`src/rtl/fir_pkg.sv`:
```
// fir_pkg: shared defaults, stream state encoding and ring-address helper for fir_circmem_mc
package fir_pkg;
  localparam int DWIDTH_DEF = 16;
  localparam int AWIDTH_DEF = 6;
  localparam logic [0:0] IDLE = 1'b0;
  localparam logic [0:0] STREAM = 1'b1;
  // the newest sample sits one slot behind the write pointer
  function automatic int unsigned age_addr(input int unsigned wp, input int unsigned age, input int unsigned aw);
    return (wp - 32'd1 - age) & ((32'd1 << aw) - 32'd1);
  endfunction
endpackage

```
`src/rtl/fir_circmem_mc_if.sv`:
```
// fir_circmem_mc_if: sample input and tap-stream output handshakes of the circular buffer
interface fir_circmem_mc_if import fir_pkg::*; #(
  parameter int DWIDTH = DWIDTH_DEF,
  parameter int AWIDTH = AWIDTH_DEF,
  parameter int NCH = 2
);
  localparam int CH_W = NCH > 1 ? $clog2(NCH) : 1;
  logic in_valid;
  logic in_ready;
  logic [CH_W-1:0] in_ch;
  logic [DWIDTH-1:0] in_data;
  logic sym_en;
  logic out_valid;
  logic out_ready;
  logic [DWIDTH-1:0] out_data_a;
  logic [DWIDTH-1:0] out_data_b;
  logic [AWIDTH-1:0] out_tap;
  logic [CH_W-1:0] out_ch;
  logic out_last;
  modport master (
    output in_valid, in_ch, in_data, sym_en, out_ready,
    input in_ready, out_valid, out_data_a, out_data_b, out_tap, out_ch, out_last
  );
  modport slave (
    input in_valid, in_ch, in_data, sym_en, out_ready,
    output in_ready, out_valid, out_data_a, out_data_b, out_tap, out_ch, out_last
  );
endinterface

```
`src/rtl/fir_tap_seq.sv`:
```
// fir_tap_seq: tap counter, beat-count end detection and output-register advance/stall control
module fir_tap_seq #(
  parameter int AWIDTH = 6
) (
  input  logic clk,
  input  logic rst_n,
  input  logic flush,
  input  logic start,
  input  logic active,
  input  logic sym,
  input  logic out_valid,
  input  logic out_ready,
  input  logic out_last,
  output logic load,
  output logic last_k,
  output logic [AWIDTH-1:0] k
);
  localparam int DEPTH = 2 ** AWIDTH;
  logic [AWIDTH-1:0] count_m1;
  assign count_m1 = sym ? AWIDTH'(DEPTH / 2 - 1) : AWIDTH'(DEPTH - 1);
  // once the last beat sits in the output register nothing more is loaded
  assign load = active && (!out_valid || (out_ready && !out_last));
  assign last_k = k == count_m1;
  always_ff @(posedge clk or negedge rst_n)
    if (!rst_n) k <= '0;
    else if (flush || start) k <= '0;
    else if (load) k <= k + 1'b1;
endmodule

```
`src/rtl/fir_circmem_mc.sv`:
```
// fir_circmem_mc: per-channel sample rings streaming tap history (optionally folded) to a FIR MAC
module fir_circmem_mc import fir_pkg::*; #(
  parameter int DWIDTH = DWIDTH_DEF,
  parameter int AWIDTH = AWIDTH_DEF,
  parameter int NCH = 2
) (
  input logic clk,
  input logic rst_n,
  input logic flush,
  fir_circmem_mc_if.slave bus
);
  localparam int DEPTH = 2 ** AWIDTH;
  localparam int CH_W = NCH > 1 ? $clog2(NCH) : 1;
  localparam logic [AWIDTH:0] FULL = (AWIDTH + 1)'(DEPTH);
  logic [DWIDTH-1:0] mem [NCH][DEPTH];
  logic [AWIDTH-1:0] wptr [NCH];
  logic [AWIDTH:0] fill [NCH];
  logic [0:0] state;
  logic [CH_W-1:0] cur_ch;
  logic cur_sym, cur_ok;
  logic accept, in_ok, load, last_k, done;
  logic [AWIDTH-1:0] k, wp_cur, addr_a, addr_b, age_b;
  logic [AWIDTH:0] fill_cur;
  logic [DWIDTH-1:0] data_a, data_b, out_data_a, out_data_b;
  logic out_valid, out_last;
  logic [AWIDTH-1:0] out_tap;
  logic [CH_W-1:0] out_ch;
  assign bus.in_ready = state == IDLE && !flush;
  assign accept = bus.in_valid && bus.in_ready;
  assign in_ok = 32'(bus.in_ch) < NCH;
  assign done = state == STREAM && out_valid && bus.out_ready && out_last;
  assign wp_cur = cur_ok ? wptr[cur_ch] : '0;
  assign fill_cur = cur_ok ? fill[cur_ch] : '0;
  assign age_b = ~k;
  assign addr_a = AWIDTH'(age_addr(32'(wp_cur), 32'(k), AWIDTH));
  assign addr_b = AWIDTH'(age_addr(32'(wp_cur), 32'(age_b), AWIDTH));
  // ages at or beyond the fill count read as zero history
  assign data_a = cur_ok && {1'b0, k} < fill_cur ? mem[cur_ch][addr_a] : '0;
  assign data_b = cur_sym && cur_ok && {1'b0, age_b} < fill_cur ? mem[cur_ch][addr_b] : '0;
  assign bus.out_valid = out_valid;
  assign bus.out_data_a = out_data_a;
  assign bus.out_data_b = out_data_b;
  assign bus.out_tap = out_tap;
  assign bus.out_ch = out_ch;
  assign bus.out_last = out_last;
  fir_tap_seq #(.AWIDTH(AWIDTH)) u_seq (
    .clk(clk), .rst_n(rst_n), .flush(flush), .start(accept), .active(state == STREAM),
    .sym(cur_sym), .out_valid(out_valid), .out_ready(bus.out_ready), .out_last(out_last),
    .load(load), .last_k(last_k), .k(k)
  );
  always_ff @(posedge clk)
    if (accept && in_ok) mem[bus.in_ch][wptr[bus.in_ch]] <= bus.in_data;
  always_ff @(posedge clk or negedge rst_n)
    if (!rst_n) for (int i = 0; i < NCH; i++) begin
      wptr[i] <= '0;
      fill[i] <= '0;
    end
    else if (flush) for (int i = 0; i < NCH; i++) begin
      wptr[i] <= '0;
      fill[i] <= '0;
    end
    else if (accept && in_ok) begin
      wptr[bus.in_ch] <= wptr[bus.in_ch] + 1'b1;
      fill[bus.in_ch] <= fill[bus.in_ch] == FULL ? FULL : fill[bus.in_ch] + 1'b1;
    end
  always_ff @(posedge clk or negedge rst_n)
    if (!rst_n) begin
      state <= IDLE;
      cur_ch <= '0;
      cur_sym <= 1'b0;
      cur_ok <= 1'b0;
      out_valid <= 1'b0;
      out_data_a <= '0;
      out_data_b <= '0;
      out_tap <= '0;
      out_ch <= '0;
      out_last <= 1'b0;
    end else if (flush) begin
      state <= IDLE;
      out_valid <= 1'b0;
      out_last <= 1'b0;
    end else begin
      if (accept) begin
        state <= STREAM;
        cur_ch <= bus.in_ch;
        cur_sym <= bus.sym_en;
        cur_ok <= in_ok;
      end
      if (load) begin
        out_valid <= 1'b1;
        out_data_a <= data_a;
        out_data_b <= data_b;
        out_tap <= k;
        out_ch <= cur_ch;
        out_last <= last_k;
      end else if (done) begin
        state <= IDLE;
        out_valid <= 1'b0;
        out_last <= 1'b0;
      end
    end
endmodule

```
`src/flat_wrapper.sv`:
```
// flat-port wrapper written by rule: the top's interface ports become plain ports
module fir_circmem_mc_flat import fir_pkg::*;
#(
  parameter int DWIDTH = DWIDTH_DEF,
  parameter int AWIDTH = AWIDTH_DEF,
  parameter int NCH = 2
)
  (clk, rst_n, flush, bus_in_valid, bus_in_ch, bus_in_data, bus_sym_en, bus_out_ready, bus_in_ready, bus_out_valid, bus_out_data_a, bus_out_data_b, bus_out_tap, bus_out_ch, bus_out_last);
  fir_circmem_mc_if #(.DWIDTH(DWIDTH), .AWIDTH(AWIDTH), .NCH(NCH)) bus_i ();
  input logic clk;
  input logic rst_n;
  input logic flush;
  input wire logic [$bits(bus_i.in_valid)-1:0] bus_in_valid;
  input wire logic [$bits(bus_i.in_ch)-1:0] bus_in_ch;
  input wire logic [$bits(bus_i.in_data)-1:0] bus_in_data;
  input wire logic [$bits(bus_i.sym_en)-1:0] bus_sym_en;
  input wire logic [$bits(bus_i.out_ready)-1:0] bus_out_ready;
  output wire logic [$bits(bus_i.in_ready)-1:0] bus_in_ready;
  output wire logic [$bits(bus_i.out_valid)-1:0] bus_out_valid;
  output wire logic [$bits(bus_i.out_data_a)-1:0] bus_out_data_a;
  output wire logic [$bits(bus_i.out_data_b)-1:0] bus_out_data_b;
  output wire logic [$bits(bus_i.out_tap)-1:0] bus_out_tap;
  output wire logic [$bits(bus_i.out_ch)-1:0] bus_out_ch;
  output wire logic [$bits(bus_i.out_last)-1:0] bus_out_last;
  assign bus_i.in_valid = bus_in_valid;
  assign bus_i.in_ch = bus_in_ch;
  assign bus_i.in_data = bus_in_data;
  assign bus_i.sym_en = bus_sym_en;
  assign bus_i.out_ready = bus_out_ready;
  assign bus_in_ready = bus_i.in_ready;
  assign bus_out_valid = bus_i.out_valid;
  assign bus_out_data_a = bus_i.out_data_a;
  assign bus_out_data_b = bus_i.out_data_b;
  assign bus_out_tap = bus_i.out_tap;
  assign bus_out_ch = bus_i.out_ch;
  assign bus_out_last = bus_i.out_last;
  fir_circmem_mc #(.DWIDTH(DWIDTH), .AWIDTH(AWIDTH), .NCH(NCH)) u_core (.clk(clk), .rst_n(rst_n), .flush(flush), .bus(bus_i));
endmodule
```
`config.mk`:
```
export PLATFORM = sky130hd
export DESIGN_NAME = fir_circmem_mc_flat
export DESIGN_NICKNAME = d
export VERILOG_FILES = /design/src/rtl/fir_pkg.sv /design/src/rtl/fir_circmem_mc_if.sv /design/src/rtl/fir_tap_seq.sv /design/src/rtl/fir_circmem_mc.sv /design/src/flat_wrapper.sv
export SDC_FILE = /design/constraint.sdc
export NUM_CORES = 2
export LEC_CHECK = 0
export CAP_MARGIN = 15
export CORE_ASPECT_RATIO = 0.9
export CORE_MARGIN = 5
export CORE_UTILIZATION = 55
export DETAILED_ROUTE_END_ITERATION = 7
export GPL_TIMING_DRIVEN = 0
export PLACE_DENSITY = 0.71
export SLEW_MARGIN = 30
export SYNTH_ARGS = -nofsm -noshare
export SYNTH_HDL_FRONTEND = slang
export SYNTH_SLANG_ARGS = --single-unit
```
`constraint.sdc`:
```
create_clock -name clk -period 6.8 [get_ports clk]
set_clock_uncertainty 0.2 [all_clocks]
set_input_delay 1.36 -clock clk [delete_from_list [all_inputs] [get_ports clk]]
set_output_delay 1.36 -clock clk [all_outputs]
set_load 0.01 [all_outputs]
```
==> impl_metrics.py <==
metrics = {
    "outcome": {
        "status": "complete, but fails checks",
        "violations": "negative setup slack",
    },
    "die": {
        "core_area_mm2": 0.181,
        "die_area_mm2": 0.191,
        "die_w_um": 460,
        "die_h_um": 415,
        "io_pins": 65,
        "fp-row-count": 148,
        "initial_utilization_pct": 55.3,
    },
    "timing": {
        "fin_crit_sh_pct": 101,
        "layout_min_cycle_time_ns": 6.86,
        "setup_violations": 2,
        "fmax_ghz": 0.146,
        "grt_setup_unrepaired": "no",
        "slew_headroom_pct": 22.2,
        "hold_viol_final": 0,
        "worst_pin_slew_ns": 1.17,
        "timing.final.ws_setup_ns": -0.0568,
        "slew_violations": 0,
    },
    "placement": {
        "gp_congestion": 1.08,
        "place_area_mm2": 0.107,
        "io_buffers": 62,
        "hpwl_mm": 244,
        "dp_slack_ns": -1.94,
    },
    "worst_setup_path": {
        "crit_path_start_kind": "flip-flop",
        "cp_common_cell": "buf_2",
        "cp-startpoint": "u_core.cur_ch",
        "cpLargestDelayFamily": "buffers and inverters",
        "cp_num_buf_inv": 11,
        "max_stage_delay_ns": 0.83,
        "endpoint_kind": "flip-flop",
        "path_class": "reg2reg",
        "crit_required_ns": 7.41,
        "cpMaxStageDelayCell": "a32oi_1",
        "critPathMaxFanout": 19,
        "arrival_ns": 7.46,
        "r2r_start": "u_core.cur_ch",
        "critical_path.cell_chain": "buf_2 -> buf_6 -> buf_6 -> buf_6 -> buf_8 -> buf_4 -> mux2_2 -> nand2_1 -> inv_1 -> ha_1 -> buf_2 -> buf_2 -> buf_2 -> buf_2 -> mux2i_1 -> a22oi_1 -> o21ai_0 -> a32oi_1 -> nand3_1 -> a21oi_1 -> a211o_1",
    },
    "clocking": {
        "clk_latency_ns": 0.86,
        "cts_root_buf": "clkbuf_16",
        "cts.sinks": 2125,
        "path_clk_slew_ns": 0.06,
        "htreeDepth": 4,
        "clock_path_buffers": 3,
        "cts_tree": "built",
        "numCtsBuffers": 210,
    },
    "detailed_routing": {
        "wire_per_inst_um": 42.1,
        "avgViaCountPerCell": 7.49,
        "drcViolationCount": 0,
        "ant_nets": 0,
        "drtIter0Drc": 10900,
        "first_pass_iters": 6,
        "wirelength_mm": 344,
        "num_vias": 61300,
    },
    "grt": {
        "grt_pass1_vias": 59700,
        "grt_pass1_wl_mm": 473,
        "globalRouteTotalUtil_pct": 36.0,
        "overflow": 0,
        "grt_max_degree": 109,
        "antenna_found_initial": 13,
    },
    "finish": {
        "final_cell_mix": "edfxtp_1 (2,048), mux4_2 (1,003), mux2i_1 (609)",
        "nets": 5646,
        "syn2layout_area_growth_pct": 14.6,
        "final_common_cell": "edfxtp_1",
        "final_area_mm2": 0.115,
        "drive_gt1_share_pct": 34.3,
    },
    "power": {
        "power_density_mw_per_mm2": 322,
        "vdd_drop_max_mv": 0.355,
        "p_leak_nw": 38.7,
    },
    "synth": {
        "synth_seq_area_share_pct": 63.4,
        "synth-main-ff-cell": "edfxtp_1",
        "ys_seq_elements": 2125,
        "synthCells": 5226,
        "post_synth_num_cell_types": 55,
        "syn_avg_cell_area_um2": 19.2,
        "async_flop_share_pct": 3.62,
        "synth_edf_count": 2048,
        "ys_warn_count": 0,
        "syn_nets": 5276,
        "syn_area_mm2": 0.100,
    },
    "worst_hold_path": {
        "hp-class": "in2async",
    },
    "job": {
        "maxCapViolations": 0,
    },
}
[timing repair]
| item | CTS | global route |
|---|---|---|
| hold buffers | 0 | 0 |
| pin swaps | 9 | 1 |
| cloned | 0 | 0 |
| resized for setup | 157 | 57 |
| endpoints found under the setup margin | 32 | 31 |
| setup buffers | 6 | 0 |
[cell families (layout without fill, tap and decap cells)]
logic type | Yosys count | after routing | synth area share [%]
flip-flops | 2125 | 2125 | 63.4
multiplexers | 1669 | 1669 | 29.3
AND/OR/NAND/NOR | 576 | 576 | 2.38
buffers and inverters | 419 | 971 | 1.86
AO/OA/AOI/OAI | 382 | 382 | 2.51
XOR/XNOR | 28 | 28 | 0.260
adder cells (fa/ha/maj) | 27 | 27 | 0.353
other | 0 | 6 | 0
[sequential cells by signal (all words and copies together), names as in the netlist, 6 cells and up]
register	flops
u_core.mem	2048
u_core.bus.out_data_a	16
u_core.bus.out_data_b	16
u_core.fill	14
u_core.wptr	12
u_core.bus.out_tap	6
u_core.u_seq.k	6
[stage by stage]
step           std cells  utilization (%)  hold slack (ns)  total power, W  TNS, ns
2_1_floorplan       5226                -            0.272          0.0201        0
3_3_place_gp        7688             57.3            0.264          0.0243   -64.10
3_5_place_dp        7779             59.1            0.270          0.0245   -39.64
4_1_cts             8179             63.2           0.0887          0.0363        0
5_1_grt             8178             63.4            0.127          0.0376        0
6_report            8184             63.4            0.124          0.0370   -0.108
[per-layer routing]
layer	vias up	wire (um)	GRT usage, %
met5	-	103	0
met4	10	18100	16.0
met3	859	57500	15.4
met2	5384	147000	50.2
met1	32100	121000	49.9
li1	23000	-	-
[worst paths after layout]
path / to / slack, ns / cells after the start
hold reg to reg: u_core.bus.out_tap[2] / 0.27 / 2
setup reg to reg: u_core.bus.out_data_b[12] / -0.06 / 21
max in group asynchronous: u_core.bus.out_data_a[13] / 5.64 / 2
setup / recovery: u_core.bus.out_data_b[12] / -0.06 / 21
hold / removal: u_core.wptr[9] / 0.12 / 1
min in group clk: u_core.bus.out_tap[2] / 0.27 / 2
[power breakdown]
group	internal, W	switching (W)
Combinational	0.00374	0.00713
Clock	0.00647	0.00521
Sequential	0.0144	0.0000380
[layout make-up]
class | instances | area, um2
Inverter | 26 | 97.6
Sequential cell | 2125 | 63400
Timing Repair Buffer | 159 | 2790
Clock buffer | 271 | 5680
Clock inverter | 123 | 1100
Tap cell | 2400 | 3000
Antenna cell | 6 | 15.0
Fill cell | 12100 | 66200
Buffer | 392 | 2000
Multi-Input combinational cell | 2682 | 36600
[cells in the mapped netlist (all sizes together), types with 5 or more instances]
master  count  area [um2]
a21oi      64         320
mux2       28         315
mux4     1003       22600
nand2     278        1050
xor2       10        95.1
a221oi     26         228
a32oi      29         254
o21ai     115         576
xnor2      18         165
nor3        9        45.0
buf       206        1060
dfrtp      77        1930
mux2i     638        6390
nand3      93         465
a211o      18         158
clkbuf    187         702
ha         25         313
nor2      163         612
inv        26        97.6
a22oi      69         518
edfxtp   2048       61500
nor2b      12        75.1
a311oi      7        61.3
or3         5        31.3
a31oi      32         200
Power figures use the tool's default switching activity.
